[config.mk]
export PLATFORM = sky130hd
export DESIGN_NAME = spi_peripheral
export DESIGN_NICKNAME = d
export VERILOG_FILES = /design/src/rtl/spi_peripheral.sv
export SDC_FILE = /design/constraint.sdc
export NUM_CORES = 1
export LEC_CHECK = 0
export ABC_AREA = 1
export ABC_CLOCK_PERIOD_IN_PS = 2500
export CELL_PAD_IN_SITES_DETAIL_PLACEMENT = 0
export CELL_PAD_IN_SITES_GLOBAL_PLACEMENT = 2
export CORE_ASPECT_RATIO = 0.6
export CORE_MARGIN = 3
export CORE_UTILIZATION = 37
export CTS_CLUSTER_SIZE = 30
export DETAILED_ROUTE_END_ITERATION = 16
export PLACE_DENSITY = 0.93
export SKIP_LAST_GASP = 1
export SLEW_MARGIN = 20
export SYNTH_ARGS = -nofsm -noshare
export SYNTH_HDL_FRONTEND = slang
export SYNTH_SLANG_ARGS = --single-unit
[constraint.sdc]
create_clock -name i_clk -period 2.5 [get_ports i_clk]
set_input_delay 0.5 -clock i_clk [delete_from_list [all_inputs] [get_ports i_clk]]
set_output_delay 0.5 -clock i_clk [all_outputs]
set_load 0.01 [all_outputs]
[src/rtl/spi_peripheral.sv]
// SPI mode-0 target (MSB first, 8-bit frames) with a small CPU register bus.
// Define SPI_PERIPHERAL_RX_FIFO_EN for a 4-entry RX FIFO; otherwise RX is a single-byte buffer.
module spi_peripheral #(
   parameter int SYNC_STAGES = 2
) (
   input  logic       i_clk,
   input  logic       i_rstb,
   input  logic       i_cs,
   input  logic       i_rwb,
   input  logic [1:0] i_addr,
   input  logic [7:0] i_data,
   output logic [7:0] o_data,
   output logic       o_irqb,
   input  logic       i_spi_cs_n,
   input  logic       i_spi_clk,
   input  logic       i_spi_mosi,
   output logic       o_spi_miso,
   output logic       o_spi_miso_oe
);

   typedef enum logic [1:0] {ST_RST, ST_ARM, ST_IDLE, ST_ACTIVE} state_e;

   state_e                 state_q, state_d;
   logic [SYNC_STAGES-1:0] cs_sync_q, cs_sync_d;
   logic [SYNC_STAGES-1:0] sck_sync_q, sck_sync_d;
   logic [SYNC_STAGES-1:0] mosi_sync_q, mosi_sync_d;
   logic                   cs_dly_q, cs_dly_d, sck_dly_q, sck_dly_d;
   logic [2:0]             bit_cnt_q, bit_cnt_d;
   logic [6:0]             shift_in_q, shift_in_d;
   logic [7:0]             shift_out_q, shift_out_d;
   logic [7:0]             tx_buf_q, tx_buf_d;
   logic                   tx_empty_q, tx_empty_d;
   logic                   overrun_q, overrun_d;
   logic                   ie_rx_q, ie_rx_d, ie_ovr_q, ie_ovr_d;
   logic                   irqb_q, irqb_d;

   logic       cs_n_s, sck_s, mosi_s, cs_fall, cs_rise, sck_rise, sck_fall;
   logic       tx_load, push, pop, wr_tx, wr_ctl;
   logic       rx_valid, rx_full, push_ok;
   logic [7:0] push_byte, rx_head;
   logic [3:0] rx_count;
   logic       cs_active;

   assign cs_sync_d   = {cs_sync_q[SYNC_STAGES-2:0], i_spi_cs_n};
   assign sck_sync_d  = {sck_sync_q[SYNC_STAGES-2:0], i_spi_clk};
   assign mosi_sync_d = {mosi_sync_q[SYNC_STAGES-2:0], i_spi_mosi};
   assign cs_n_s      = cs_sync_q[SYNC_STAGES-1];
   assign sck_s       = sck_sync_q[SYNC_STAGES-1];
   assign mosi_s      = mosi_sync_q[SYNC_STAGES-1];
   assign cs_dly_d    = cs_n_s;
   assign sck_dly_d   = sck_s;
   assign cs_fall     = cs_dly_q & ~cs_n_s;
   assign cs_rise     = ~cs_dly_q & cs_n_s;
   assign sck_rise    = ~sck_dly_q & sck_s;
   assign sck_fall    = sck_dly_q & ~sck_s;
   assign push_byte   = {shift_in_q, mosi_s};
   assign cs_active   = (state_q == ST_ACTIVE);

   assign wr_tx  = i_cs & ~i_rwb & (i_addr == 2'd1);
   assign wr_ctl = i_cs & ~i_rwb & (i_addr == 2'd3);
   assign pop    = i_cs & i_rwb & (i_addr == 2'd0) & rx_valid;

   // Reset pre-loads the CS chain high, so ST_RST spends one cycle letting a real sample enter
   // before ST_ARM may trust an all-high chain; a frame already running at release is skipped.
   always_comb begin
      state_d     = state_q;
      bit_cnt_d   = bit_cnt_q;
      shift_in_d  = shift_in_q;
      shift_out_d = shift_out_q;
      tx_load     = 1'b0;
      push        = 1'b0;
      case (state_q)
         ST_RST:  state_d = ST_ARM;
         ST_ARM:  if ((&cs_sync_q) && cs_dly_q) state_d = ST_IDLE;
         ST_IDLE: begin
            if (cs_fall) begin
               state_d   = ST_ACTIVE;
               bit_cnt_d = 3'd0;
               tx_load   = 1'b1;
            end
         end
         ST_ACTIVE: begin
            if (cs_rise) begin
               state_d   = ST_IDLE;
               bit_cnt_d = 3'd0;
            end else if (sck_rise) begin
               shift_in_d = {shift_in_q[5:0], mosi_s};
               bit_cnt_d  = bit_cnt_q + 3'd1;
               if (bit_cnt_q == 3'd7) begin
                  push    = 1'b1;
                  tx_load = 1'b1;
               end
            end else if (sck_fall && (bit_cnt_q != 3'd0)) begin
               // The falling edge after a byte boundary must keep the freshly loaded MSB.
               shift_out_d = {shift_out_q[6:0], 1'b1};
            end
         end
         default: state_d = ST_RST;
      endcase
      if (tx_load) shift_out_d = tx_empty_q ? 8'hFF : tx_buf_q;
   end

   always_comb begin
      tx_buf_d   = wr_tx ? i_data : tx_buf_q;
      tx_empty_d = tx_empty_q;
      if (wr_tx)        tx_empty_d = 1'b0;
      else if (tx_load) tx_empty_d = 1'b1;
      ie_rx_d    = wr_ctl ? i_data[0] : ie_rx_q;
      ie_ovr_d   = wr_ctl ? i_data[1] : ie_ovr_q;
      overrun_d  = (overrun_q & ~(wr_ctl & i_data[7])) | (push & rx_full & ~pop);
      irqb_d     = ~((ie_rx_q & rx_valid) | (ie_ovr_q & overrun_q));
      push_ok    = push & (~rx_full | pop);
   end

`ifdef SPI_PERIPHERAL_RX_FIFO_EN
   logic [7:0] rx_mem_q [4];
   logic [7:0] rx_mem_d [4];
   logic [1:0] rx_rd_ptr_q, rx_rd_ptr_d, rx_wr_ptr;
   logic [2:0] rx_cnt_q, rx_cnt_d;

   assign rx_valid  = (rx_cnt_q != 3'd0);
   assign rx_full   = (rx_cnt_q == 3'd4);
   assign rx_head   = rx_mem_q[rx_rd_ptr_q];
   assign rx_count  = {1'b0, rx_cnt_q};
   // On a full FIFO with a pop, this slot is the one being popped.
   assign rx_wr_ptr = rx_rd_ptr_q + rx_cnt_q[1:0];

   always_comb begin
      rx_mem_d    = rx_mem_q;
      rx_rd_ptr_d = rx_rd_ptr_q;
      rx_cnt_d    = rx_cnt_q;
      if (push_ok) rx_mem_d[rx_wr_ptr] = push_byte;
      if (pop) rx_rd_ptr_d = rx_rd_ptr_q + 2'd1;
      if (push_ok && !pop)      rx_cnt_d = rx_cnt_q + 3'd1;
      else if (!push_ok && pop) rx_cnt_d = rx_cnt_q - 3'd1;
   end

   always_ff @(posedge i_clk or negedge i_rstb) begin
      if (!i_rstb) begin
         for (int i = 0; i < 4; i++) rx_mem_q[i] <= 8'h00;
         rx_rd_ptr_q <= 2'd0;
         rx_cnt_q    <= 3'd0;
      end else begin
         rx_mem_q    <= rx_mem_d;
         rx_rd_ptr_q <= rx_rd_ptr_d;
         rx_cnt_q    <= rx_cnt_d;
      end
   end
`else
   logic [7:0] rx_data_q, rx_data_d;
   logic       rx_valid_q, rx_valid_d;

   assign rx_valid = rx_valid_q;
   assign rx_full  = rx_valid_q;
   assign rx_head  = rx_data_q;
   assign rx_count = {3'b000, rx_valid_q};

   always_comb begin
      rx_data_d  = rx_data_q;
      rx_valid_d = rx_valid_q;
      if (push_ok) begin
         rx_data_d  = push_byte;
         rx_valid_d = 1'b1;
      end else if (pop) begin
         rx_valid_d = 1'b0;
      end
   end

   always_ff @(posedge i_clk or negedge i_rstb) begin
      if (!i_rstb) begin
         rx_data_q  <= 8'h00;
         rx_valid_q <= 1'b0;
      end else begin
         rx_data_q  <= rx_data_d;
         rx_valid_q <= rx_valid_d;
      end
   end
`endif

   always_comb begin
      case (i_addr)
         2'd0:    o_data = rx_valid ? rx_head : 8'h00;
         2'd1:    o_data = tx_buf_q;
         2'd2:    o_data = {rx_count, cs_active, overrun_q, tx_empty_q, rx_valid};
         default: o_data = {6'b000000, ie_ovr_q, ie_rx_q};
      endcase
   end

   always_ff @(posedge i_clk or negedge i_rstb) begin
      if (!i_rstb) begin
         state_q     <= ST_RST;
         cs_sync_q   <= '1;
         sck_sync_q  <= '0;
         mosi_sync_q <= '0;
         cs_dly_q    <= 1'b1;
         sck_dly_q   <= 1'b0;
         bit_cnt_q   <= 3'd0;
         shift_in_q  <= 7'd0;
         shift_out_q <= 8'hFF;
         tx_buf_q    <= 8'h00;
         tx_empty_q  <= 1'b1;
         overrun_q   <= 1'b0;
         ie_rx_q     <= 1'b0;
         ie_ovr_q    <= 1'b0;
         irqb_q      <= 1'b1;
      end else begin
         state_q     <= state_d;
         cs_sync_q   <= cs_sync_d;
         sck_sync_q  <= sck_sync_d;
         mosi_sync_q <= mosi_sync_d;
         cs_dly_q    <= cs_dly_d;
         sck_dly_q   <= sck_dly_d;
         bit_cnt_q   <= bit_cnt_d;
         shift_in_q  <= shift_in_d;
         shift_out_q <= shift_out_d;
         tx_buf_q    <= tx_buf_d;
         tx_empty_q  <= tx_empty_d;
         overrun_q   <= overrun_d;
         ie_rx_q     <= ie_rx_d;
         ie_ovr_q    <= ie_ovr_d;
         irqb_q      <= irqb_d;
      end
   end

   assign o_irqb        = irqb_q;
   assign o_spi_miso    = shift_out_q[7];
   assign o_spi_miso_oe = cs_active;

endmodule

==> results of run 1 <==
synthesized netlist by cell type (2+ instances only):
| cell type | instances |
|---|---|
| inv_1 | 18 |
| nand2_2 | 5 |
| ha_1 | 3 |
| a32o_1 | 3 |
| dfrtp_1 | 37 |
| nand2_1 | 98 |
| nand2_4 | 3 |
| nand3_1 | 23 |
| mux2_4 | 3 |
| dfstp_2 | 13 |
| nand4_1 | 12 |
| nor2_4 | 3 |
| buf_6 | 4 |
| o21ai_0 | 8 |
| mux2_2 | 2 |
| nand3_2 | 2 |
| nor2_1 | 14 |
| clkbuf_1 | 2 |
logic make-up (layout without fill, tap and decap cells):
kind of cell | after synthesis | count (layout) | synth area share, %
compound gates | 17 | 17 | 5.11
simple gates | 163 | 164 | 31.7
flops | 50 | 50 | 52.8
fa+ha+maj | 3 | 3 | 1.56
mux | 5 | 5 | 2.81
buf+inv | 28 | 60 | 5.99
what timing repair did:
action / CTS / global route
gates resized for setup: 4 / 0
setup buffers: 1 / 0
endpoints found under the setup margin: 5 / 0
worst register-to-register path, stage by stage, from the launching register on:
cell,delay [ns]
dfrtp_1,0.38
ha_1,0.17
ha_1,0.14
inv_1,0.06
nor2_4,0.14
nand3_2,0.40
a21oi_4,0.39
nand2_1,0.11
nand2_1,0.08
flip-flops by register name (all words and copies together) (netlist names):
name,flops
bit_cnt_q,3
cs_dly_q,1
cs_sync_q,2
ie_ovr_q,1
ie_rx_q,1
mosi_sync_q,2
o_irqb,1
overrun_q,1
rx_data_q,8
rx_full,1
sck_dly_q,1
sck_sync_q,2
shift_in_q,7
shift_out_q,8
state_q,2
tx_buf_q,8
tx_empty_q,1
area by class of cell:
type                            instances  share of cell area [%]
Clock buffer                            5                    2.40
Clock inverter                          3                    1.39
Inverter                               21                    3.01
Multi-Input combinational cell        189                    34.8
Sequential cell                        50                    44.2
Tap cell                               84                    3.66
Timing Repair Buffer                   31                    10.6
metal layers:
layer | track usage (%) | share of wire (%) | vias to the layer above | wire length (um)
li1 | - | - | 929 | -
met1 | 26.1 | 56 | 876 | 3000
met2 | 19.9 | 39 | 31 | 2090
met3 | 4.90 | 4.8 | 6 | 260
met4 | 4.20 | 0.48 | 0 | 26
met5 | 0 | 0 | - | 0
path summary, 6_finish.rpt:
| kind | slack [ns] | to |
|---|---|---|
| max in group asynchronous | 1.68 | tx_empty_q |
| worst max-delay path | 0.12 | o_data[4] |
| worst min register to register | 0.36 | sck_sync_q[1] |
| min in group i_clk | 0.36 | sck_sync_q[1] |
| worst min-delay path | 0.19 | sck_sync_q[0] |
| worst max register to register | 0.59 | rx_data_q[1] |
stage by stage:
stage	cell area, um^2	cells
floorplan	2400	266
global placement	2750	373
global route	2870	383
detailed placement	2750	373
finish	2870	383
CTS	2870	383
power groups by stage:
stage               Combinational (mW)  Sequential, mW  Clock, mW
detailed placement               0.613            1.22          0
floorplan                        0.442            1.16          0
CTS                              0.618            1.20      0.591
global placement                 0.610            1.21          0
finish                           0.607            1.20      0.576
global route                     0.697            1.23      0.636
==> impl_metrics.csv, run 1 <==
group,metric,value,unit
clocking,htree_levels,2,
setup_path,worst-path-max-fanout,4,
finish,diodes,0,
setup_path,r2r-start,"bit_cnt_q[0]",
setup_path,worstPathCellList,"dlygate4sd2_1, inv_1, nor2_2, nand2_1, nand3_1, clkdlybuf4s50_1",
routing,viasPerCell,4.81,
synth,synth.distinct_cells,31,
sta,clock-skew-final,0.00771,ns
synth,synth_nets,286,
power,clockPowerShare,24.1,%
global_routing,first_global_vias,1749,
routing,drc,0,
power,p_switching,0.777,mW
clocking,cts_buffers,5,
power,p_leak,1.41,nW
floorplanning,initial_core_util,38.8,%
place,gp_routability_congestion,0.836,
clocking,hold_buffers,0,
synth,yosys.area.top_type,"dfrtp_1",
sta,grt_setup_unrepaired,"no",
setup_path,worst-path-stages,6,
setup_path,worstPathArrival,1.88,ns
setup_path,startpoint_type,"primary input",
routing,dr.pass1.iters,4,
floorplanning,placementRows,22,
routing,routed_wl,5.37,mm
sta,tightest_slew,0.613,ns
clocking,cts_sinks,50,
global_routing,grt_usage,16.1,%
sta,fin_hold_ws,0.191,ns
power,netSwitchingFraction,32.5,%
clocking,clk_pin_slew,0.09,ns
setup_path,critPathTopFamily,"buffers and inverters",
global_routing,grt_pass1_wl,9.06,mm
place,place_ws,-0.170,ns
sta,period_share,95.2,%
clocking,clk_latency,0.31,ns
finish,fin_util,46.3,%
setup_path,worstPathRequired,2.00,ns
sta,fin_crit,2.38,ns
routing,drtIter0Drc,146,
routing,vias,1842,
finish,fillers,621,
sta,hold_viol,0,
synth,synth_area_leaders,"dfrtp_1, nand2_1, dfstp_2",
setup_path,r2r_cells,8,
synth,synth_edf_count,0,
sta,fin_tns_setup,0,ns
setup_path,end_kind,"output port",
synth,ys.flop_type,"dfrtp_1",
global_routing,grt_max_degree,27,
clocking,cts_tree,"yes",
synth,seq_area_frac_synth,52.8,%
setup_path,path_buf_inv,3,
finish,layout_common_cells,"nand2_1, dfrtp_1, nand3_1, clkdlybuf4s50_1, inv_1",
power,p_total,2.39,mW
flow_run,drv_cap,0,
floorplanning,io_pins,28,
sta,setup_viol,0,
setup_path,worstSetupPathType,"primary input to output port",
finish,area_growth,19.5,%
place,numPortBuffers,27,
power,p_per_area,831,nW/um^2
sta,relSlewSlack,59.2,%
floorplanning,die_w,110,um
sta,fmax,420,MHz
setup_path,max_stage_delay,0.55,ns
sta,setup_ws,0.120,ns
synth,synthCells,266,
routing,postRouteAntennaNets,0,
place,dp_hpwl,3.83,mm
finish,seq_area,1270,um^2
synth,synth_top_area_share,38.6,%
run_status,status,"finished clean",
setup_path,crit_slowest_cell,"clkdlybuf4s50_1",
floorplanning,die_area,7520,um^2
global_routing,globalRouteOverflowTotal,0,
floorplanning,die_h,68.4,um
finish,final_common_cell,"nand2_1",
synth,yosysWarnings,0,
global_routing,antenna_found_initial,0,
synth,yosys_register_bits,50,
synth,syn_area,2400,um^2
setup_path,cp-startpoint,"i_addr[1]",
routing,wl_per_cell,14.0,um
clocking,cts-root-buf,"clkbuf_8",
finish,final_layout_size_suffix_gt1_share,17.7,%
finish,fin_nets,318,
power,p_int,1.61,mW
sta,maxSlewViolCount,0,
power,ir_worst_vdd,0.361,mV
power,power.share.sequential,50.4,%
finish,multi_input_area,998,um^2
clocking,clockBufferDepth,2,
power,combinationalPowerShare,25.4,%
synth,syn_avg_cell_area,9.03,um^2
floorplanning,fp.coreArea,6190,um^2
hold_path,min_path_type,"primary input to async pin",
synth,async_flop_share,100,%
Note: power is estimated with default switching activity, not from simulation.
==> run 2: changes to the inputs <==
--- a/config.mk
+++ b/config.mk
@@ -14,6 +14,7 @@
 export CORE_UTILIZATION = 37
 export CTS_CLUSTER_SIZE = 30
 export DETAILED_ROUTE_END_ITERATION = 16
+export MAX_ROUTING_LAYER = met4
 export PLACE_DENSITY = 0.93
 export SKIP_LAST_GASP = 1
 export SLEW_MARGIN = 20
==> run 2 against run 1 <==
  * First-iteration DRC count grew 6.8%
  * Clock skew is essentially flat
  * Worst setup slack gained 0.0036 ns
  * Combinational power is essentially flat
  * Register-to-register slack is essentially flat
  * Utilization is the same
  * Sequential power is essentially flat
  * Fmax grew 0.15%
  * Clock power is essentially flat
  * Non-clock buffer count is the same
  * Flip-flop and latch count is the same
  * Total power is essentially flat
  * Largest power group unchanged
==> impl_metrics.csv, run 2 (synthesized netlist as in run 1, its figures left out) <==
group,metric,value,unit
power,p_leak,1.41,nW
floorplanning,die_h,68.4,um
sta,maxSlewViolCount,0,
sta,fin_hold_ws,0.192,ns
routing,vias,1837,
sta,setup_ws,0.124,ns
sta,tightest_slew,0.615,ns
routing,dr.pass1.iters,4,
sta,period_share,95.0,%
routing,postRouteAntennaNets,0,
finish,final_layout_size_suffix_gt1_share,17.7,%
routing,wl_per_cell,14.0,um
place,numPortBuffers,27,
finish,fillers,621,
floorplanning,die_w,110,um
floorplanning,io_pins,28,
setup_path,startpoint_type,"primary input",
place,post-place-cells,373,
global_routing,antenna_found_initial,0,
setup_path,r2r_cells,8,
finish,layout_common_cells,"nand2_1, dfrtp_1, nand3_1, clkdlybuf4s50_1, inv_1",
place,gp_routability_congestion,0.849,
global_routing,first_global_vias,1751,
setup_path,crit_end,"o_data[4]",
sta,relSlewSlack,59.0,%
setup_path,worstPathArrival,1.88,ns
setup_path,worst-path-max-fanout,4,
sta,clock-skew-final,0.00752,ns
setup_path,r2r_slack,0.59,ns
flow_run,drv_cap,0,
finish,final_common_cell,"nand2_1",
place,dp_hpwl,3.83,mm
global_routing,globalRouteOverflowTotal,0,
finish,top_regs,"rx_data_q: 8 flops, shift_out_q: 8 flops, tx_buf_q: 8 flops",
global_routing,grt_usage,16.6,%
setup_path,worstSetupPathType,"primary input to output port",
clocking,cts-root-buf,"clkbuf_8",
floorplanning,initial_core_util,38.8,%
place,place_ws,-0.170,ns
clocking,cts_sinks,50,
clocking,cts_buffers,5,
setup_path,timing.rr.end,"rx_data_q[1]",
clocking,hold_buffers,0,
clocking,clk_latency,0.31,ns
sta,fin_tns_setup,0,ns
sta,fin_crit,2.38,ns
run_status,status,"finished clean",
global_routing,grt_pass1_wl,9.06,mm
setup_path,r2r-start,"bit_cnt_q[0]",
routing,drc,0,
floorplanning,die_area,7520,um^2
setup_path,worstPathRequired,2.00,ns
finish,diodes,0,
sta,grt_setup_unrepaired,"no",
routing,viasPerCell,4.80,
hold_path,min_path_type,"primary input to async pin",
clocking,cts_tree,"yes",
setup_path,end_kind,"output port",
routing,routed_wl,5.35,mm
clocking,clk_pin_slew,0.09,ns
sta,fmax,421,MHz
finish,fin_nets,318,
sta,setup_viol,0,
power,ir_worst_vdd,0.361,mV
setup_path,cp-startpoint,"i_addr[1]",
clocking,clockBufferDepth,2,
clocking,htree_levels,2,
sta,hold_viol,0,
finish,area_growth,19.5,%
finish,stdcell_count,383,
power,p_total,2.39,mW
routing,drtIter0Drc,156,
floorplanning,fp.coreArea,6190,um^2
power,p_per_area,831,nW/um^2
global_routing,grt_max_degree,27,
floorplanning,placementRows,22,
[run 2: repair_timing]
action / CTS / global route
setup buffers: 1 / 0
endpoints found under the setup margin: 5 / 0
resized for setup: 4 / 0
[run 2: where the power goes]
group	total (mW)	internal, mW	switching (mW)
clock	0.576	0.295	0.281
combinational	0.608	0.268	0.340
sequential	1.20	1.05	0.155
[run 2: cell type report]
cell class / instances / area (um^2) / area share [%]
Inverter: 21 / 86.3 / 3.01
Tap cell: 84 / 105 / 3.66
Sequential cell: 50 / 1270 / 44.2
Clock inverter: 3 / 40.0 / 1.39
Timing Repair Buffer: 31 / 304 / 10.6
Multi-Input combinational cell: 189 / 998 / 34.8
Clock buffer: 5 / 68.8 / 2.40
[run 2: how the worst min path moves through the flow]
stage                          end  slack (ns)  depth (start not counted)
finish               sck_sync_q[0]        0.19                          1
global placement    mosi_sync_q[1]        0.33                          0
floorplan             bit_cnt_q[0]        0.20                          0
CTS                  sck_sync_q[0]        0.21                          1
detailed placement   sck_sync_q[1]        0.34                          0
global route         sck_sync_q[0]        0.22                          1
[run 2: stage by stage]
step,instance area [um^2],util (%)
after detailed placement,2750,44.4
after CTS,2870,46.3
after global placement,2750,44.4
after global routing,2870,46.3
after floorplan,2400,-
final,2870,46.3
[run 2: metal layers]
layer  vias up  share of wire (%)  GRT usage, %
met5         -                  0             -
met4         0               0.39          4.20
met3         4                5.1          4.24
met2        38                 38          19.9
met1       866                 56          26.3
li1        929                  -             -
[run 2: worst max-delay path, cell delays in order]
cell and delay, ns:
dlygate4sd2_1 0.33, inv_1 0.12, nor2_2 0.17, nand2_1 0.10, nand3_1 0.11, clkdlybuf4s50_1 0.55
